`config.mk`:
```
export PLATFORM = sky130hd
export DESIGN_NAME = player_y_ctl
export DESIGN_NICKNAME = d
export VERILOG_FILES = /design/src/rtl/player_y_ctl.sv
export SDC_FILE = /design/constraint.sdc
export NUM_CORES = 1
export LEC_CHECK = 0
export ABC_AREA = 1
export BUFFER_PORTS_ARGS = -buffer_cell sky130_fd_sc_hd__buf_2
export CAP_MARGIN = 15
export CELL_PAD_IN_SITES_DETAIL_PLACEMENT = 1
export CELL_PAD_IN_SITES_GLOBAL_PLACEMENT = 2
export CORE_MARGIN = 3
export CORE_UTILIZATION = 29
export DETAILED_ROUTE_END_ITERATION = 10
export PLACE_DENSITY = 0.76
export SLEW_MARGIN = 40
export SYNTH_ARGS = -nofsm -noshare
export SYNTH_HDL_FRONTEND = slang
export SYNTH_SLANG_ARGS = --single-unit
```
`constraint.sdc`:
```
create_clock -name clk -period 2.94 [get_ports clk]
set_input_delay 0.147 -clock clk [delete_from_list [all_inputs] [get_ports clk]]
set_output_delay 0.147 -clock clk [all_outputs]
set_load 0.01 [all_outputs]
```
`src/rtl/player_y_ctl.sv`:
```
`default_nettype none
// ============================================================================
// Module   : player_y_ctl
// Brief    : Per-player vertical motion: jump, gravity, floor/ceiling and
//            riding the moving platform. Advances once per v_tick rising edge.
//            Optional double jump enabled by defining PLAYER_DOUBLE_JUMP_EN.
// Revision : 1.0
// ============================================================================
module player_y_ctl #(
    parameter int GROUND_Y = 540,
    parameter int RECT_W   = 128,
    parameter int PLAYER_W = 48,
    parameter int JUMP_V0  = 10,
    parameter int GRAVITY  = 1,
    parameter int V_MAX    = 15
) (
    input  logic        clk,
    input  logic        rst,
    input  logic        v_tick,
    input  logic        jump,
    input  logic [11:0] xpos_player,
    input  logic [11:0] xpos_rect,
    input  logic [11:0] ypos_rect,
    output logic [11:0] ypos_player,
    output logic        on_platform
);

    localparam logic [1:0] c_ST_GROUND  = 2'd0;
    localparam logic [1:0] c_ST_ON_RECT = 2'd1;
    localparam logic [1:0] c_ST_AIR     = 2'd2;

    localparam logic [11:0]       c_GROUND_Y   = 12'(GROUND_Y);
    localparam logic [11:0]       c_JUMP_V0    = 12'(JUMP_V0);
    localparam logic [12:0]       c_RECT_W     = 13'(RECT_W);
    localparam logic [12:0]       c_PLAYER_W   = 13'(PLAYER_W);
    localparam logic signed [7:0] c_VEL_LAUNCH = 8'(GRAVITY - JUMP_V0);
    localparam logic signed [8:0] c_GRAVITY    = 9'(GRAVITY);
    localparam logic signed [8:0] c_V_MAX      = 9'(V_MAX);

    logic [1:0]        r_state;
    logic [1:0]        w_state_nxt;
    logic [11:0]       r_y;
    logic [11:0]       w_y_nxt;
    logic signed [7:0] r_vel;
    logic signed [7:0] w_vel_nxt;
    logic              r_v_tick_old;
    logic              r_jump_prev;

    logic              w_tick;
    logic              w_jump_edge;
    logic              w_overlap;
    logic signed [13:0] w_y_fall;
    logic signed [8:0] w_vel_inc;
    logic signed [7:0] w_vel_fall;
    logic [11:0]       w_launch_base;
    logic [11:0]       w_launch_y;
    logic              w_land_rect;
    logic              w_land_floor;
    logic              w_hit_ceiling;
    logic              w_dj_use;

    assign w_tick      = v_tick && !r_v_tick_old;
    assign w_jump_edge = jump && !r_jump_prev;

    assign w_overlap = (({1'b0, xpos_player} + c_PLAYER_W) > {1'b0, xpos_rect}) &&
                       ({1'b0, xpos_player} < ({1'b0, xpos_rect} + c_RECT_W));

    // Free-fall step, widened so that both floor overshoot and ceiling underflow are visible
    assign w_y_fall   = $signed({2'b00, r_y}) + $signed({{6{r_vel[7]}}, r_vel});
    assign w_vel_inc  = $signed({r_vel[7], r_vel}) + c_GRAVITY;
    assign w_vel_fall = (w_vel_inc > c_V_MAX) ? c_V_MAX[7:0] : w_vel_inc[7:0];

    assign w_land_rect   = !r_vel[7] && w_overlap && (r_y <= ypos_rect) &&
                           (w_y_fall >= $signed({2'b00, ypos_rect}));
    assign w_land_floor  = (w_y_fall >= $signed({2'b00, c_GROUND_Y}));
    assign w_hit_ceiling = w_y_fall[13];

    // Launch height is clamped at the top edge rather than wrapping
    always_comb begin
        w_launch_base = r_y;
        if (r_state == c_ST_GROUND) begin
            w_launch_base = c_GROUND_Y;
        end else if (r_state == c_ST_ON_RECT) begin
            w_launch_base = ypos_rect;
        end
        w_launch_y = (w_launch_base < c_JUMP_V0) ? 12'd0 : (w_launch_base - c_JUMP_V0);
    end

`ifdef PLAYER_DOUBLE_JUMP_EN
    logic r_dj_avail;
    assign w_dj_use = (r_state == c_ST_AIR) && w_jump_edge && r_dj_avail;
`else
    assign w_dj_use = 1'b0;
`endif

    always_comb begin
        w_state_nxt = r_state;
        w_y_nxt     = r_y;
        w_vel_nxt   = r_vel;
        case (r_state)
            c_ST_GROUND: begin
                if (w_jump_edge) begin
                    w_y_nxt     = w_launch_y;
                    w_vel_nxt   = c_VEL_LAUNCH;
                    w_state_nxt = c_ST_AIR;
                end else begin
                    w_y_nxt = c_GROUND_Y;
                end
            end
            c_ST_ON_RECT: begin
                if (w_jump_edge) begin
                    w_y_nxt     = w_launch_y;
                    w_vel_nxt   = c_VEL_LAUNCH;
                    w_state_nxt = c_ST_AIR;
                end else begin
                    w_y_nxt = ypos_rect;
                    if (!w_overlap) begin
                        w_vel_nxt   = 8'sd0;
                        w_state_nxt = c_ST_AIR;
                    end
                end
            end
            default: begin
                if (w_dj_use) begin
                    w_y_nxt   = w_launch_y;
                    w_vel_nxt = c_VEL_LAUNCH;
                end else if (w_land_rect) begin
                    w_y_nxt     = ypos_rect;
                    w_vel_nxt   = 8'sd0;
                    w_state_nxt = c_ST_ON_RECT;
                end else if (w_land_floor) begin
                    w_y_nxt     = c_GROUND_Y;
                    w_vel_nxt   = 8'sd0;
                    w_state_nxt = c_ST_GROUND;
                end else if (w_hit_ceiling) begin
                    w_y_nxt   = 12'd0;
                    w_vel_nxt = 8'sd0;
                end else begin
                    w_y_nxt   = w_y_fall[11:0];
                    w_vel_nxt = w_vel_fall;
                end
            end
        endcase
    end

    always_ff @(posedge clk) begin
        if (rst) begin
            r_v_tick_old <= 1'b0;
            r_jump_prev  <= 1'b0;
            r_state      <= c_ST_GROUND;
            r_y          <= c_GROUND_Y;
            r_vel        <= 8'sd0;
            on_platform  <= 1'b0;
        end else begin
            r_v_tick_old <= v_tick;
            if (w_tick) begin
                r_jump_prev <= jump;
                r_state     <= w_state_nxt;
                r_y         <= w_y_nxt;
                r_vel       <= w_vel_nxt;
                on_platform <= (w_state_nxt == c_ST_ON_RECT);
            end
        end
    end

`ifdef PLAYER_DOUBLE_JUMP_EN
    // Re-armed whenever the player ends a frame supported by floor or platform
    always_ff @(posedge clk) begin
        if (rst) begin
            r_dj_avail <= 1'b1;
        end else if (w_tick) begin
            if (w_state_nxt != c_ST_AIR) begin
                r_dj_avail <= 1'b1;
            end else if (w_dj_use) begin
                r_dj_avail <= 1'b0;
            end
        end
    end
`endif

    assign ypos_player = r_y;

endmodule
`default_nettype wire

```
==> flow_summary_export.csv, run 1 <==
group,metric,value,unit
detailed_routing,wire_per_inst,17.10,µm
sta,rsz0062_at_grt,"true",
sta,finClkSkew,2.259,ps
logic_synthesis,yosys.area.top_type,"ha_1",
placement,routabilityCongestion,0.8621,
die,num_rows,42,
logic_synthesis,synthTopCellsByArea,"ha_1 19%, dfxtp_1 12%, nand2_1 12%",
global_routing,grt-ovfl-total,0,
logic_synthesis,yosysMostFrequentCell,"nand2_1",
clock_network,cts_hold_buf,0,
cells_and_area,fin_nets,855,
status,status,"complete, but fails checks",
clock_network,htreeDepth,1,
logic_synthesis,syn_area,4030,µm²
detailed_routing,drt_iter0_markers,198,
global_routing,antenna_found_initial,0,
logic_synthesis,synth_common_cells,"126 x nand2_1, 97 x inv_1, 63 x a21oi_1",
critical_path,startpoint_type,"register",
power,ir_drop,218.0,µV
cells_and_area,fin_area,5680,µm²
detailed_routing,drc,0,
logic_synthesis,synthCells,642,
detailed_routing,drt_first_pass_iters,4,
die,start_util,0.3007,
die,pin_count,53,
sta,final_hold_viol_count,0,
placement,port_buffers,52,
power,power-per-cell-area,328.7,nW/µm²
die,fp.dieH,123.9,µm
cells_and_area,drive_gt1_frac,0.3475,
clock_network,clk_latency,270,ps
hold_path,hold_class,"in -> reg",
sta,worstMarginPinSlew,642.2,ps
logic_synthesis,syn_area_per_cell,6.277,µm²
sta,fin_crit,3024,ps
clock_network,clock_path_buffers,2,
detailed_routing,via_count,4757,
sta,slew_viol_final,0,
logic_synthesis,yosysWarnings,0,
sta,max_clock_freq,330.7,MHz
die,fp.dieW,123.9,µm
die,die_area,15350,µm²
clock_network,clk_pin_slew_worst_paths,70,ps
critical_path,rr_startpoint,"r_vel[0]$_SDFFE_PP0P_",
clock_network,clock_tree.root_cell,"clkbuf_16",
sta,timing.final.crit_share,1.029,
detailed_routing,wirelength,15860,µm
global_routing,first_global_vias,5051,
logic_synthesis,async_flop_share,0,
logic_synthesis,synth.net_count,745,
clock_network,cts_buffers,3,
critical_path,worst_setup_path_end_kind,"register",
critical_path,worstPathMaxFanout,8,
cells_and_area,n_antenna_cell,0,
cells_and_area,syn2layout_area_growth,40.95,%
global_routing,grt_first_pass_wirelength,24530,µm
sta,tns,-712.0,ps
sta,relSlewSlack,0.5714,
detailed_routing,viasPerCell,5.132,
logic_synthesis,ys_seq_area_frac,0.1242,
power,p_total,0.001867,W
placement,hpwl,12510,µm
status,violations,"setup timing",
critical_path,cp.required,3140,ps
logic_synthesis,synth_cell_types,42,
critical_path,worstSetupPathType,"reg -> reg",
placement,place_area,4861,µm²
cells_and_area,fillers,1727,
logic_synthesis,synth_edf_count,0,
clock_network,clock-sinks,25,
logic_synthesis,synth-seq-cells,25,
global_routing,grt_max_degree,29,
sta,whs,101.3,ps
power,p_leak,2.737,nW
global_routing,grtUsageTotal,0.2016,
hold_path,min_from,"v_tick",
critical_path,critical_path_arrival,3230,ps
sta,finalWorstSetupSlack,-84.33,ps
logic_synthesis,netlist.area_leader.share,0.1925,
critical_path,cp-startpoint,"r_vel[0]$_SDFFE_PP0P_",
detailed_routing,drtAntennaViolNets,0,
logic_synthesis,ys.flop_type,"dfxtp_1",
sta,setup_viol,18,
clock_network,cts_tree,"done",
run,maxCapViolCount,0,
die,design.core.area,13400,µm²
cell type report:
cell class	count	area [µm²]	share of cell area
multi-input cells	505	3686	0.6489
inverters	100	387.9	0.06828
well taps	176	220.2	0.03877
flip-flops and latches	25	518.0	0.09119
clock buffers	3	75.07	0.01322
clock inverters	1	5.005	0.0008811
repair buffers	117	788.3	0.1388
flip-flops by register name (all words and copies together), names as in the netlist:
signal / flops
ypos_player: 12
r_vel: 8
r_state: 2
on_platform: 1
r_jump_prev: 1
r_v_tick_old: 1
logic make-up after synthesis:
kind of cell / Yosys count / synth area share
AOI/OAI and AO/OA: 136 / 0.1878
adders and majority gates: 63 / 0.1975
xor gates and xnor gates: 30 / 0.06520
DFF: 25 / 0.1242
buffers and inverters: 113 / 0.1102
and+or+nand+nor: 275 / 0.3151
cells in the final DEF, fill, tap and decap left out, drive strengths merged, types with 4 or more instances in the layout:
cell	n
buf	117
nand4	16
ha	62
nor2	56
nand3	47
o211ai	6
inv	100
xnor2	6
a21oi	64
o21ai	41
a31oi	4
nor3	6
dfxtp	25
xor2	24
nand2	142
stage by stage:
stage | utilization | cells | setup slack, ps
detailed placement | 0.3627 | 910 | -185.4
finish | 0.4239 | 927 | -84.33
global route | 0.4239 | 927 | -238.9
floorplan | - | 642 | 24.11
CTS | 0.3852 | 920 | -76.04
global placement | 0.3627 | 910 | -114.4
routing by layer:
layer | up-vias | share of wire | track usage
met5 | - | 0 | 0
met4 | 0 | 0.024 | 0.05260
li1 | 2358 | - | -
met2 | 97 | 0.52 | 0.3738
met3 | 27 | 0.032 | 0.01453
met1 | 2275 | 0.43 | 0.2501
where the power goes:
| part | internal (W) | switching [W] |
|---|---|---|
| sequential | 0.000362 | 0.0000281 |
| clock | 0.000185 | 0.000150 |
| combinational | 0.000469 | 0.000674 |
path summary, 6_finish.rpt:
path                               to  slack [ps]  cells after the start
max             r_vel[3]$_SDFFE_PP0P_         -80                     21
min           r_v_tick_old$_SDFF_PP0_         100                      3
max reg2reg     r_vel[3]$_SDFFE_PP0P_         -80                     21
min reg2reg  on_platform$_SDFFE_PP0P_         490                      2
repair_timing:
item                                    in CTS  in global routing
gates cloned                                 1                  0
setup buffers                                5                  7
pin swaps                                   18                 34
gates resized for setup                     36                104
endpoints found under the setup margin      23                 23
worst max-delay path, cell delays in order (launching register included):
cell and delay, ps:
dfxtp_2 340, ha_4 160, buf_4 140, nand3_1 100
nand3_2 90, or2_2 300, and2_1 190, ha_4 230
a21oi_2 160, o21ai_2 80, a21oi_2 110, nor2_1 60
nand4_1 100, nand3_1 100, nand2_2 90, nand2_4 80
nand2_8 130, nand2_8 80, buf_12 130, inv_8 70
nand3_2 70, a21oi_2 130
Note: power is estimated with default switching activity, not from simulation.
==> run 2: changes to the inputs <==
--- a/config.mk
+++ b/config.mk
@@ -11,9 +11,9 @@
 export CELL_PAD_IN_SITES_DETAIL_PLACEMENT = 1
 export CELL_PAD_IN_SITES_GLOBAL_PLACEMENT = 2
 export CORE_MARGIN = 3
-export CORE_UTILIZATION = 29
+export CORE_UTILIZATION = 32
 export DETAILED_ROUTE_END_ITERATION = 10
-export PLACE_DENSITY = 0.76
+export PLACE_DENSITY = 0.8
 export SLEW_MARGIN = 40
 export SYNTH_ARGS = -nofsm -noshare
 export SYNTH_HDL_FRONTEND = slang
==> constraint.sdc (replaced) <==
create_clock -name clk -period 3.3 [get_ports clk]
set_input_delay 0.165 -clock clk [delete_from_list [all_inputs] [get_ports clk]]
set_output_delay 0.165 -clock clk [all_outputs]
set_load 0.01 [all_outputs]
==> run 2 against run 1 <==
Compared with the run above:
- the run now ends clean
- core utilization is 2.4 points lower
- die area is 8.9% lower
- worst hold slack better by 31 ps
- design area is 14% lower
- sequential power is 11% lower
- clock power is 8.4% lower
- register-to-register slack better by 300 ps
- clock skew is 2.8 ps higher
==> flow_summary_export.csv, run 2 (synthesis gave the netlist of run 1 again) <==
group,metric,value,unit
placement,routabilityCongestion,0.8945,
sta,relSlewSlack,0.6019,
clock_network,cts_hold_buf,0,
die,fp.dieH,118.2,µm
global_routing,grt-ovfl-total,0,
cells_and_area,syn2layout_area_growth,20.58,%
detailed_routing,drtAntennaViolNets,0,
die,die_area,13980,µm²
sta,final_hold_viol_count,0,
critical_path,worstPathMaxFanout,16,
sta,setup_viol,0,
power,p_leak,2.484,nW
clock_network,htreeDepth,1,
hold_path,hold_class,"in -> reg",
critical_path,worst_setup_path_end_kind,"register",
global_routing,grtUsageTotal,0.1969,
clock_network,cts_tree,"done",
sta,finalWorstSetupSlack,213.2,ps
detailed_routing,wirelength,14230,µm
cells_and_area,layout_common_cells,"125 x nand2_1, 96 x inv_1, 60 x a21oi_1, 58 x ha_1, 52 x buf_2",
cells_and_area,final_cells,886,
global_routing,grt_first_pass_wirelength,22850,µm
global_routing,grt_max_degree,29,
critical_path,cp.required,3460,ps
critical_path,worstSetupPathType,"reg -> reg",
die,start_util,0.3314,
sta,fin_crit,3087,ps
detailed_routing,drt_iter0_markers,148,
detailed_routing,drt_first_pass_iters,4,
placement,port_buffers,52,
placement,hpwl,11990,µm
placement,post-place-ws,20.60,ps
sta,max_clock_freq,324.0,MHz
run,maxCapViolCount,0,
clock_network,clock_tree.root_cell,"clkbuf_16",
sta,tns,0,ps
detailed_routing,wire_per_inst,16.06,µm
power,p_total,0.001426,W
clock_network,clock-sinks,25,
critical_path,startpoint_type,"register",
detailed_routing,viasPerCell,5.133,
clock_network,cts_buffers,3,
die,pin_count,53,
status,status,"finished, final reports clean",
clock_network,clock_path_buffers,2,
critical_path,critical_path_arrival,3250,ps
global_routing,first_global_vias,4730,
placement,dp.cells,878,
global_routing,antenna_found_initial,0,
clock_network,clk_latency,270,ps
sta,slew_viol_final,0,
detailed_routing,drc,0,
cells_and_area,seq_area,510.5,µm²
cells_and_area,drive_gt1_frac,0.1978,
sta,worstMarginPinSlew,596.5,ps
sta,finClkSkew,5.090,ps
die,fp.dieW,118.2,µm
power,power-per-cell-area,293.5,nW/µm²
die,num_rows,40,
power,ir_drop,205.6,µV
die,design.core.area,12160,µm²
cells_and_area,utilization,0.3996,
cells_and_area,largest_reg_flops,12,
cells_and_area,n_antenna_cell,0,
cells_and_area,fillers,1640,
cells_and_area,fin_nets,822,
clock_network,clk_pin_slew_worst_paths,80,ps
cells_and_area,multi_input_area,3172,µm²
sta,timing.final.crit_share,0.9354,
detailed_routing,via_count,4548,
cells_and_area,final_common_cell,"nand2_1",
-- run 2: worst paths after layout --
| check | startpoint | to | slack (ps) | cells past startpoint |
|---|---|---|---|---|
| max | r_vel[0]$_SDFFE_PP0P_ | ypos_player[0]$_SDFFE_PP0P_ | 210 | 18 |
| min reg2reg | on_platform$_SDFFE_PP0P_ | on_platform$_SDFFE_PP0P_ | 480 | 2 |
| max reg2reg | r_vel[0]$_SDFFE_PP0P_ | ypos_player[0]$_SDFFE_PP0P_ | 210 | 18 |
| min | v_tick | r_v_tick_old$_SDFF_PP0_ | 130 | 3 |
-- run 2: through the flow --
step | hold WS (ps) | instance area, µm²
2_1_floorplan | 289.9 | 4030
3_5_place_dp | 417.0 | 4649
4_1_cts | 131.0 | 4751
6_report | 132.3 | 4860
5_1_grt | 140.8 | 4860
3_3_place_gp | 395.1 | 4649
-- run 2: layer usage --
| layer | share of wire | routed length [µm] | vias to the layer above | GRT usage |
|---|---|---|---|---|
| li1 | - | - | 2300 | - |
| met1 | 0.43 | 6158 | 2194 | 0.2323 |
| met2 | 0.54 | 7730 | 52 | 0.3948 |
| met3 | 0.023 | 323 | 2 | 0.02057 |
| met4 | 0.0013 | 18 | 0 | 0.01099 |
| met5 | 0 | 0 | - | 0 |
-- run 2: final cells by class --
type                            instances  share of cell area
Clock buffer                            3             0.01545
Clock inverter                          1            0.001802
Inverter                              100             0.07724
Multi-Input combinational cell        504              0.6527
Sequential cell                        25              0.1050
Tap cell                              168             0.04325
Timing Repair Buffer                   85              0.1045
-- run 2: critical path, stage by stage, from the launching register on --
cell     delay [ps]
dfxtp_2         350
ha_2            200
fa_2            340
nand3_1         100
nand3_2         100
a21oi_2         150
xor2_1          200
inv_1            80
ha_1            280
nand2_1          70
o21ai_1         150
nand4_1         110
nand3_1         120
nand2_2          70
nand2_4         110
nand2_8         110
or2_2           290
nand3_1          70
a21oi_1          60
-- run 2: what timing repair did --
item                                    in CTS  in global routing
cloned                                       0                  0
resized for setup                            4                 23
endpoints found under the setup margin       3                 23
buffers inserted                             0                  4
pin swaps                                    0                  2
-- run 2: where the power goes --
| group | internal [W] | total [W] | switching (W) |
|---|---|---|---|
| Sequential | 0.000323 | 0.000348 | 0.0000250 |
| Combinational | 0.000300 | 0.000773 | 0.000472 |
| Clock | 0.000168 | 0.000306 | 0.000137 |
==> run 3: changes to the inputs <==
--- a/config.mk
+++ b/config.mk
@@ -11,9 +11,9 @@
 export CELL_PAD_IN_SITES_DETAIL_PLACEMENT = 1
 export CELL_PAD_IN_SITES_GLOBAL_PLACEMENT = 2
 export CORE_MARGIN = 3
-export CORE_UTILIZATION = 32
+export CORE_UTILIZATION = 29
 export DETAILED_ROUTE_END_ITERATION = 10
-export PLACE_DENSITY = 0.8
+export PLACE_DENSITY = 0.76
 export SLEW_MARGIN = 40
 export SYNTH_ARGS = -nofsm -noshare
 export SYNTH_HDL_FRONTEND = slang
==> constraint.sdc (replaced) <==
create_clock -name clk -period 2.6 [get_ports clk]
set_input_delay 0.13 -clock clk [delete_from_list [all_inputs] [get_ports clk]]
set_output_delay 0.13 -clock clk [all_outputs]
set_load 0.01 [all_outputs]
==> run 3 against run 2 <==
Compared with the run above:
- the run now ends with setup timing left
- sequential power increased by 26%
- flip-flop and latch count unchanged
- first-iteration DRC count increased by 24%
- die area increased by 9.8%
- non-clock buffer count increased by 53
- worst setup slack got worse by 730 ps
- cell count increased by 7.0%
- design area increased by 14%
- global-route usage increased by 1.2 points
- core utilization increased by 1.4 points
- critical path depth increased by 1
- count of clock-buffer cells in the layout unchanged
- critical endpoint is now ypos_player[7]$_SDFFE_PP0P_
- largest power group unchanged
==> flow_summary_export.csv, run 3 (synthesis gave the netlist of run 1 again) <==
group,metric,value,unit
cells_and_area,fillers,1774,
critical_path,startpoint_type,"register",
critical_path,r2r_cells,19,
power,p_total,0.002068,W
detailed_routing,drt_first_pass_iters,4,
critical_path,critical_path_arrival,3260,ps
placement,dp.cells,937,
clock_network,cts_hold_buf,0,
hold_path,hold_class,"in -> reg",
sta,rsz0062_at_grt,"true",
sta,max_clock_freq,320.6,MHz
sta,finClkSkew,8.480,ps
hold_path,whs_path_depth,3,
cells_and_area,final_cells,948,
run,maxCapViolCount,0,
clock_network,clk_latency,270,ps
detailed_routing,viasPerCell,5.059,
sta,timing.final.crit_share,1.200,
sta,slew_viol_final,0,
die,design.core.area,13400,µm²
critical_path,rr_startpoint,"ypos_player[0]$_SDFFE_PP0P_",
hold_path,worst_hold_path.endpoint,"r_v_tick_old$_SDFF_PP0_",
hold_path,min_from,"v_tick",
critical_path,r2r_setup_slack,-520,ps
detailed_routing,wire_per_inst,16.74,µm
global_routing,grtUsageTotal,0.2090,
detailed_routing,wirelength,15870,µm
global_routing,antenna_found_initial,0,
global_routing,grt-ovfl-total,0,
sta,fin_crit,3119,ps
global_routing,grt_max_degree,22,
cells_and_area,drive_gt1_frac,0.2992,
die,start_util,0.3007,
critical_path,cp.required,2750,ps
die,fp.dieW,123.9,µm
sta,worstMarginPinSlew,522.9,ps
power,comb_power_share,0.611,
die,die_area,15350,µm²
critical_path,worstPathMaxFanout,8,
detailed_routing,drt_iter0_markers,183,
global_routing,first_global_vias,5191,
sta,finalWorstSetupSlack,-518.7,ps
die,fp.dieH,123.9,µm
power,clock_power_share,0.178,
cells_and_area,n_antenna_cell,0,
detailed_routing,via_count,4796,
clock_network,htreeDepth,1,
die,pin_count,53,
clock_network,clock-sinks,25,
critical_path,worstSetupPathType,"reg -> reg",
global_routing,grt_first_pass_wirelength,25430,µm
power,internal-power,0.001159,W
power,power-per-cell-area,373.2,nW/µm²
sta,final_hold_viol_count,0,
placement,port_buffers,52,
sta,relSlewSlack,0.6470,
die,num_rows,42,
power,switching_share,0.4392,
sta,setup_viol,23,
status,status,"complete, but fails checks",
cells_and_area,largest_reg_flops,12,
clock_network,cts_buffers,3,
placement,routabilityCongestion,0.8657,
power,seqPwrFrac,0.211,
cells_and_area,syn2layout_area_growth,37.47,%
critical_path,r2r-end,"ypos_player[7]$_SDFFE_PP0P_",
placement,hpwl,13000,µm
detailed_routing,drc,0,
sta,tns,-10820,ps
status,violations,"setup timing",
power,power.net_switching,0.0009081,W
cells_and_area,layout_common_cells,"121 x nand2_1, 95 x inv_1, 84 x buf_4, 55 x a21oi_1, 53 x ha_1",
clock_network,clock_path_buffers,2,
critical_path,worst_setup_path_end_kind,"register",
detailed_routing,drtAntennaViolNets,0,
clock_network,cts_tree,"done",
sta,whs,110.0,ps
clock_network,clock_tree.root_cell,"clkbuf_16",
power,p_leak,2.773,nW
clock_network,clk_pin_slew_worst_paths,80,ps
cells_and_area,final_common_cell,"nand2_1",
cells_and_area,fin_nets,876,
power,ir_drop,257.4,µV
[run 3: cell types whose count changed in the layout (fill, tap and decap cells not counted), sizes merged]
cell and change:
clkinvlp +1, inv -1, buf +53, nand2 +1
[run 3: worst max-delay path by stage]
stage | start | endpoint | slack (ps) | depth (start not counted)
2_1_floorplan | ypos_player[0]$_SDFFE_PP0P_ | ypos_player[0]$_SDFFE_PP0P_ | -180 | 19
3_3_place_gp | ypos_player[4]$_SDFFE_PP1P_ | r_vel[7]$_SDFFE_PP0P_ | -550 | 18
3_5_place_dp | ypos_player[4]$_SDFFE_PP1P_ | on_platform$_SDFFE_PP0P_ | -580 | 22
4_1_cts | ypos_player[0]$_SDFFE_PP0P_ | ypos_player[5]$_SDFFE_PP0P_ | -460 | 19
5_1_grt | ypos_player[0]$_SDFFE_PP0P_ | on_platform$_SDFFE_PP0P_ | -710 | 21
6_report | ypos_player[0]$_SDFFE_PP0P_ | ypos_player[7]$_SDFFE_PP0P_ | -520 | 19
[run 3: what timing repair did]
item                                    4_1_cts  5_1_grt
setup buffers                                 4        2
endpoints found under the setup margin       23       23
cloned                                        1        0
pin swaps                                    22       14
resized for setup                            30       25
[run 3: critical path: stages, from the launching register on]
cell and delay, ps:
dfxtp_4 350, ha_4 160, fa_2 380, nand3_2 110
nand3_4 120, xor2_2 220, inv_2 80, ha_4 280
nand2_4 50, o21ai_2 160, a21oi_2 70, nor2_2 130
nand4_1 100, nand3_1 120, nand2_2 70, nand2_4 120
nand2_8 110, buf_6 140, o211ai_1 140, a21oi_1 80
[run 3: layout make-up]
class / count / area, µm² / share of cell area
Multi-Input combinational cell: 505 / 3426 / 0.6183
Clock buffer: 3 / 75.07 / 0.01355
Clock inverter: 1 / 7.507 / 0.001355
Timing Repair Buffer: 138 / 922.1 / 0.1664
Sequential cell: 25 / 514.2 / 0.09282
Inverter: 100 / 375.4 / 0.06775
Tap cell: 176 / 220.2 / 0.03975
[run 3: per-stage QoR]
step / util / cell area, µm² / worst slack (ps)
after floorplan: - / 4086 / -175.7
final: 0.4134 / 5540 / -518.7
after global placement: 0.3814 / 5111 / -554.8
after detailed placement: 0.3814 / 5111 / -577.4
after global routing: 0.4134 / 5540 / -706.2
after CTS: 0.4025 / 5394 / -462.6
[run 3: per-layer routing]
| metal | track usage | share of wire | wire length, µm |
|---|---|---|---|
| met1 | 0.2548 | 0.43 | 6777 |
| met2 | 0.3947 | 0.52 | 8267 |
| met3 | 0.01817 | 0.029 | 455 |
| met4 | 0.04637 | 0.023 | 373 |
| met5 | 0 | 0 | 0 |
[run 3: power by group through the flow]
| stage | combinational (W) | sequential, W | clock, W |
|---|---|---|---|
| 6_report | 0.00126 | 0.000437 | 0.000368 |
| 5_1_grt | 0.00140 | 0.000440 | 0.000391 |
| 4_1_cts | 0.00117 | 0.000435 | 0.000372 |
| 3_5_place_dp | 0.00109 | 0.000442 | 0 |
| 3_3_place_gp | 0.00105 | 0.000441 | 0 |
| 2_1_floorplan | 0.000617 | 0.000453 | 0 |
